`src/rtl/bp_load_scheduler.sv`:
```
// Tile sequencer for the BP buffer loader: issues one loader configuration per tile,
// ping-ponging between bank halves, and offers loaded tiles to compute via valid/release.
//
// state     | meaning
// ----------+-----------------------------------------------------------
// IDLE      | no job; waiting for start
// ISSUE     | job active; conf the next tile when its half is free
// WAIT_BUSY | conf sent; waiting for the loader to leave idle
// WAIT_IDLE | loader running; waiting for it to return to idle
module bp_load_scheduler #(
  parameter int DDR_ADDR_LEN = 32,
  parameter int ADDR_LEN     = 16,
  parameter int SINGLE_LEN   = 24,
  parameter int TILE_LEN     = 16
) (
  input  logic                    clk,
  input  logic                    rst_n,
  input  logic                    start,
  input  logic [DDR_ADDR_LEN-1:0] cfg_ddr_base,
  input  logic [DDR_ADDR_LEN-1:0] cfg_ddr_stride,
  input  logic [SINGLE_LEN-1:0]   cfg_tile_bytes,
  input  logic [TILE_LEN-1:0]     cfg_tile_num,
  input  logic [SINGLE_LEN-1:0]   cfg_line_width,
  input  logic [ADDR_LEN-1:0]     cfg_bp_addr,
  output logic                    busy,
  output logic                    done,
  output logic                    ld_conf,
  output logic [DDR_ADDR_LEN-1:0] ld_ddr_addr,
  output logic [SINGLE_LEN-1:0]   ld_data_ddr_byte,
  output logic [ADDR_LEN-1:0]     ld_bp_st_addr,
  output logic [1:0]              ld_bp_st_num,
  output logic [SINGLE_LEN-1:0]   ld_line_width,
  input  logic                    ld_idle,
  output logic                    tile_valid,
  output logic                    tile_half,
  output logic [TILE_LEN-1:0]     tile_idx,
  input  logic                    tile_release
);

  localparam logic [1:0] S_IDLE      = 2'd0;
  localparam logic [1:0] S_ISSUE     = 2'd1;
  localparam logic [1:0] S_WAIT_BUSY = 2'd2;
  localparam logic [1:0] S_WAIT_IDLE = 2'd3;

  logic [1:0]              state_q, state_d;
  logic                    busy_q, busy_d;
  logic                    done_q, done_d;
  logic                    ld_conf_q, ld_conf_d;
  logic [DDR_ADDR_LEN-1:0] ld_ddr_addr_q, ld_ddr_addr_d;
  logic [SINGLE_LEN-1:0]   ld_bytes_q, ld_bytes_d;
  logic [ADDR_LEN-1:0]     ld_bp_addr_q, ld_bp_addr_d;
  logic [1:0]              ld_st_num_q, ld_st_num_d;
  logic [SINGLE_LEN-1:0]   ld_lw_q, ld_lw_d;
  logic [DDR_ADDR_LEN-1:0] stride_q, stride_d;
  logic [TILE_LEN-1:0]     tile_num_q, tile_num_d;
  logic [TILE_LEN-1:0]     issued_q, issued_d;
  logic [TILE_LEN-1:0]     released_q, released_d;
  logic [DDR_ADDR_LEN-1:0] next_addr_q, next_addr_d;
  logic                    load_ptr_q, load_ptr_d;
  logic                    cons_ptr_q, cons_ptr_d;
  logic [1:0]              full_q, full_d;
  logic                    rel_fire;

  assign rel_fire = tile_release & full_q[cons_ptr_q];

  always_comb begin
    state_d       = state_q;
    busy_d        = busy_q;
    done_d        = 1'b0;
    ld_conf_d     = 1'b0;
    ld_ddr_addr_d = ld_ddr_addr_q;
    ld_bytes_d    = ld_bytes_q;
    ld_bp_addr_d  = ld_bp_addr_q;
    ld_st_num_d   = ld_st_num_q;
    ld_lw_d       = ld_lw_q;
    stride_d      = stride_q;
    tile_num_d    = tile_num_q;
    issued_d      = issued_q;
    released_d    = released_q;
    next_addr_d   = next_addr_q;
    load_ptr_d    = load_ptr_q;
    cons_ptr_d    = cons_ptr_q;
    full_d        = full_q;

    // Consumer side is independent of the FSM; a release and a load completion
    // always target different halves, so both updates apply.
    if (rel_fire) begin
      full_d[cons_ptr_q] = 1'b0;
      cons_ptr_d         = ~cons_ptr_q;
      released_d         = released_q + 1'b1;
    end

    case (state_q)
      S_IDLE: begin
        if (start) begin
          ld_bytes_d   = cfg_tile_bytes;
          ld_bp_addr_d = cfg_bp_addr;
          ld_lw_d      = cfg_line_width;
          stride_d     = cfg_ddr_stride;
          tile_num_d   = cfg_tile_num;
          issued_d     = '0;
          released_d   = '0;
          next_addr_d  = cfg_ddr_base;
          load_ptr_d   = 1'b0;
          cons_ptr_d   = 1'b0;
          full_d       = 2'b00;
          busy_d       = 1'b1;
          state_d      = S_ISSUE;
        end
      end
      S_ISSUE: begin
        if (released_d == tile_num_q) begin
          done_d  = 1'b1;
          busy_d  = 1'b0;
          state_d = S_IDLE;
        end else if ((issued_q < tile_num_q) && !full_q[load_ptr_q]) begin
          ld_conf_d     = 1'b1;
          ld_ddr_addr_d = next_addr_q;
          ld_st_num_d   = {load_ptr_q, 1'b0};
          state_d       = S_WAIT_BUSY;
        end
      end
      S_WAIT_BUSY: begin
        if (!ld_idle) state_d = S_WAIT_IDLE;
      end
      S_WAIT_IDLE: begin
        if (ld_idle) begin
          full_d[load_ptr_q] = 1'b1;
          load_ptr_d         = ~load_ptr_q;
          issued_d           = issued_q + 1'b1;
          next_addr_d        = next_addr_q + stride_q;
          state_d            = S_ISSUE;
        end
      end
      default: state_d = S_IDLE;
    endcase
  end

  always_ff @(posedge clk or negedge rst_n) begin
    if (!rst_n) begin
      state_q       <= S_IDLE;
      busy_q        <= 1'b0;
      done_q        <= 1'b0;
      ld_conf_q     <= 1'b0;
      ld_ddr_addr_q <= '0;
      ld_bytes_q    <= '0;
      ld_bp_addr_q  <= '0;
      ld_st_num_q   <= '0;
      ld_lw_q       <= '0;
      stride_q      <= '0;
      tile_num_q    <= '0;
      issued_q      <= '0;
      released_q    <= '0;
      next_addr_q   <= '0;
      load_ptr_q    <= 1'b0;
      cons_ptr_q    <= 1'b0;
      full_q        <= 2'b00;
    end else begin
      state_q       <= state_d;
      busy_q        <= busy_d;
      done_q        <= done_d;
      ld_conf_q     <= ld_conf_d;
      ld_ddr_addr_q <= ld_ddr_addr_d;
      ld_bytes_q    <= ld_bytes_d;
      ld_bp_addr_q  <= ld_bp_addr_d;
      ld_st_num_q   <= ld_st_num_d;
      ld_lw_q       <= ld_lw_d;
      stride_q      <= stride_d;
      tile_num_q    <= tile_num_d;
      issued_q      <= issued_d;
      released_q    <= released_d;
      next_addr_q   <= next_addr_d;
      load_ptr_q    <= load_ptr_d;
      cons_ptr_q    <= cons_ptr_d;
      full_q        <= full_d;
    end
  end

  assign busy             = busy_q;
  assign done             = done_q;
  assign ld_conf          = ld_conf_q;
  assign ld_ddr_addr      = ld_ddr_addr_q;
  assign ld_data_ddr_byte = ld_bytes_q;
  assign ld_bp_st_addr    = ld_bp_addr_q;
  assign ld_bp_st_num     = ld_st_num_q;
  assign ld_line_width    = ld_lw_q;
  assign tile_valid       = full_q[cons_ptr_q];
  assign tile_half        = cons_ptr_q;
  assign tile_idx         = released_q;

endmodule

```
`config.mk`:
```
export PLATFORM = sky130hd
export DESIGN_NAME = bp_load_scheduler
export DESIGN_NICKNAME = d
export VERILOG_FILES = /design/src/rtl/bp_load_scheduler.sv
export SDC_FILE = /design/constraint.sdc
export NUM_CORES = 1
export LEC_CHECK = 0
export ABC_AREA = 0
export CAP_MARGIN = 40
export CORE_AREA = 2 2 176 126
export CTS_BUF_LIST = sky130_fd_sc_hd__clkbuf_16
export DETAILED_ROUTE_END_ITERATION = 10
export DIE_AREA = 0 0 178 128
export PLACE_DENSITY = 0.85
export REMOVE_ABC_BUFFERS = 1
export SLEW_MARGIN = 25
export SYNTH_ARGS = -nofsm -noshare
export SYNTH_HDL_FRONTEND = slang
export SYNTH_SLANG_ARGS = --single-unit
export TNS_END_PERCENT = 10
```
`constraint.sdc`:
```
create_clock -name clk -period 5.5 [get_ports clk]
set_input_delay 1.1 -clock clk [delete_from_list [all_inputs] [get_ports clk]]
set_output_delay 1.1 -clock clk [all_outputs]
set_load 0.05 [all_outputs]
```
Word-level counts from Yosys, hierarchy flattened. Cells that the tools add are included.

Logic and storage cells: 94. Memories: 0. Bits in registers: 218. ROM bits: 0. Output and inout bits: 119. Latch bits: 0. Bits in writable memories: 0. Bits of input ports: 149.

Mux-type cells: 41. Shift operators: 0. Add/subtract/negate cells: 3. Div/mod/pow operators: 0. Multiply operators: 0. Order comparisons: 5. Reduce and logical (&&, ||, !) cells: 12. Equality and inequality tests: 9. Bitwise gates (word level): 7.

Operators by type and width (count): $mux 16 (5); $mux 32 (2); $pmux 32 s2 (1); $add 16x1->16 const B (2); $add 32x32->32 (1); $pmux 16 s2 (1); $mux 1 (18); $eq 16x16->1 (1); $lt 16x16->1 (1); $mux 2 (8); $reduce_and 3->1 (3); $ne 2x2->1 const B (4); $pmux 2 s4 (1); $eq 2x2->1 const B (2); $lt 1x2->1 const B (2); $pmux 1 s2 (2); $pmux 2 s2 (1); $reduce_and 4->1 (1); $reduce_bool 2->1 (2); $logic_and 1x1->1 (3); $ne 3x3->1 const B (1); $not 1->1 (3); $and 2x2->2 (1); $demux 1 s1 (2); 8 further kinds (9).

Depth between registers and ports, before layout.
Depth in word-level cells: 10. Gate-level depth with buffers: 12. Gate-level depth less buffers: 12.

Worst setup path after synthesis. Ideal clock, no wire load.

Kind: input to register. Start point: in tile_release. End point: reg ld_ddr_addr_q[23], in the netlist ld_ddr_addr[23]. Data required time: 5.372 ns. Arrival time: 3.768 ns. Slack: 1.605 ns. Library setup time: 0.128 ns. Stages: 12. Path buffers: 3. Cells stage by stage: clkbuf_1 inv_2 or4_1 buf_2 o31ai_2 a21bo_1 a2111oi_2 nand4_1 and2_4 o21ai_4 buf_6 mux2_1.

Cells in the longest elaborated chain, start to end: 5.

Ends and longest elaborated chain: from (decl) (line 37) `input logic tile_release`; $and 1x1->1 (line 64) `assign rel_fire = tile_release & full_q[cons_ptr_q];`; $mux 16 (line 87) `if (rel_fire) begin`; $eq 16x16->1 (line 112) `if (released_d == tile_num_q) begin`; $not 1->1 (no line); $reduce_and 3->1 (no line); to (signal assigned) (line 163) `ld_ddr_addr_q <= ld_ddr_addr_d;`; to (decl) (line 49) `logic [DDR_ADDR_LEN-1:0] ld_ddr_addr_q, ld_ddr_addr_d;`.

Every way passes these cells. A chain may end at the register's enable or synchronous reset.

Final worst setup path.
Start point: in tile_release. End point: reg ld_ddr_addr_q[7], in the netlist ld_ddr_addr[7].

Same word-level chain as after synthesis.

==> results.tsv <==
metric	value	unit
Worst VDD drop	430	uV
YS warnings	0	
Clock Path Buffers	3	
Initial Util	0.529	
site row count	45	
DRC	0	
dominant cells by area after synthesis	dfrtp_1, nand2_1, ha_1	
P&R area growth vs syn	34.1	%
area of the core	21200	sq um
RSZ-0062 raised after global routing	no	
Reg2Reg Launch Point	tile_half$_DFF_PN0_	
Async S/R FF share, synth	1.00	
Overall Global Routing Usage	0.272	
Post-Syn Area	11200	sq um
most common flop cell mapped by yosys	dfrtp_1	
Slew @ Worst Pin	0.796	ns
Detail Route Antenna Nets	0	
final wirelength	30900	um
min Tclk post-route	4.29	ns
slowest cell delay on critical path	0.67	ns
top-count cell post-synth	nand2_1	
antenna violations before repair	0	
number of gates resized after cts	0	
Setup TNS Final	0	ns
fmax	233	MHz
top cell family by delay on the critical path	simple AND/OR/NAND/NOR gates	
Leakage	7.02	nW
number of diodes	0	
Die Y	128	um
post-CTS setup buffers	0	
status	complete, no violations	
slowest CP cell	clkdlybuf4s50_1	
CTS buffer count	22	
r2r setup slk	1.71	ns
clock root cell	clkbuf_16	
gr ovfl total	0	
WP data required	5.88	ns
reg2reg end	ld_ddr_addr[7]$_DFFE_PN0P_	
synthesized flop and latch total	218	
power per cell area	647	nW/um^2
Net count, final	1683	
Storage cell area	5460	sq um
GP Congestion	0.904	
largest net degree at the start of global routing	128	
Max Clock Skew	0.0138	ns
DR pass1 iterations	5	
global-route wire length before repair	49400	um
worst-path cell chain	clkdlybuf4s50_1, inv_2, or4_1, o31ai_2, a21bo_1, a2111oi_2, nand4_1, and2_4, o21ai_4, buf_16, mux2_1	
Commonest cells post-synth	nand2_1, dfrtp_1, nor2_1	
CP endpoint kind	flop	
fill count	1567	
Routed WL per cell	17.4	um
Tcrit/Tclk final	0.780	
Final WS setup	1.21	ns
number of cells on the critical path	11	
Crit Path Class	in2reg	
slew margin rel.	0.454	
Clock Latency Late Sink	0.51	ns
clock slew seen by the registers of the worst setup and hold paths	0.06	ns
CP startpoint kind	primary input	
CTS tree	yes	
post-placement cell count	1734	
vias per cell	5.47	
ratio of cells with drive above 1 in the final layout	0.0461	
Ports	268	
CTS Hold Bufs	0	
Reg2Reg Depth	11	
Die X	178	um
Max Fanout on Critical Path	22	
final hold vios	0	
number of flops mapped to enable cells by yosys	0	
Tot Pwr	0.00974	W
Die ar.	22800	sq um
number of global-route vias before repair	9530	
area share of the largest cell type after synthesis	0.486	
initial DRC count	780	
DR vias	9726	
Avg Cell Area, Syn	9.15	sq um
Port Buf Inserts	266	
clock sink total	218	
Post-Layout Cell Count	1778	
endpoints failing setup	0	
H-tree levels	1	
Yosys cell types	64	
Final Max Tran Viols	0	
area taken by multi-input logic gates	5450	sq um
CP Buf/Inv Count	3	
Max Cap Violations	0	
area leader, netlist	dfrtp_1	
DP HPWL	21900	um
min-delay worst type	in2async	
pre-CTS WS	0.718	ns
CP arrival	4.67	ns
cells after synthesis	1228	
Seq/Total Area, Yosys	0.486	
-- how the worst max path moves through the flow --
stage,startpoint,endpoint
6_report,tile_release,ld_ddr_addr[7]$_DFFE_PN0P_
5_1_grt,tile_release,ld_ddr_addr[17]$_DFFE_PN0P_
4_1_cts,tile_release,ld_ddr_addr[21]$_DFFE_PN0P_
3_5_place_dp,tile_release,ld_ddr_addr[7]$_DFFE_PN0P_
3_3_place_gp,tile_release,ld_ddr_addr[6]$_DFFE_PN0P_
2_1_floorplan,start,stride_q[1]$_DFFE_PN0P_
-- metal layers --
layer  track usage  vias up  routed length, um
met5       0.00439        -                  0
met4        0.0579        0                547
met3        0.0626       39               2390
met2         0.422      359              14000
met1         0.392     4657              14000
li1              -     4671                  -
-- cells in the final DEF, fill, tap and decap left out, drive strengths merged, types with 10 or more instances in the layout --
master	instances
xor2	28
nand4	16
and3	12
mux2	34
nor3	10
nor2b	10
a21o	16
nor2	66
clkdlybuf4s50	265
ha	53
mux2i	19
nand3	26
xnor2	35
nand2	376
a21oi	52
buf	13
a211oi	11
clkbuf	25
inv	33
o21ai	63
dfrtp	218
-- layout make-up --
cell class / count / share of cell area
sequential: 218 / 0.362
clock buffer: 23 / 0.0382
multi-input combinational: 927 / 0.362
clock inverter: 17 / 0.0149
inverter: 31 / 0.00772
tap: 282 / 0.0234
timing repair buffer: 280 / 0.192
-- report_power, final --
part           internal (W)  leakage (nW)  switching [W]
clock network       0.00100         0.393       0.000665
registers           0.00226          2.74       0.000470
logic               0.00200          3.89        0.00335
-- through the flow --
stage                      util  cell area [sq um]  hold WS [ns]
final                     0.710              15100         0.466
after global routing      0.710              15100         0.487
after CTS                 0.707              15000         0.478
after detailed placement  0.670              14200         0.461
after global placement    0.664              14100         0.457
after floorplan               -              11000         0.452
-- sequential cells by signal, summed over array words and instances, names as in the netlist, 2 cells and up --
name	flops
issued_q	16
ld_bp_st_addr	16
next_addr_q	32
stride_q	32
ld_line_width	24
tile_idx	16
full_q	2
state_q	2
tile_num_q	16
ld_ddr_addr	32
ld_data_ddr_byte	24
-- cells by family after synthesis --
group / synth area share
buffers and inverters: 0.0304
flip-flops: 0.486
other: 0.000334
multiplexers: 0.0510
AO/OA/AOI/OAI: 0.112
XOR/XNOR: 0.0511
adder cells (fa/ha/maj): 0.0608
AND/OR/NAND/NOR: 0.208
No activity file was read; power rests on OpenSTA's default activity.
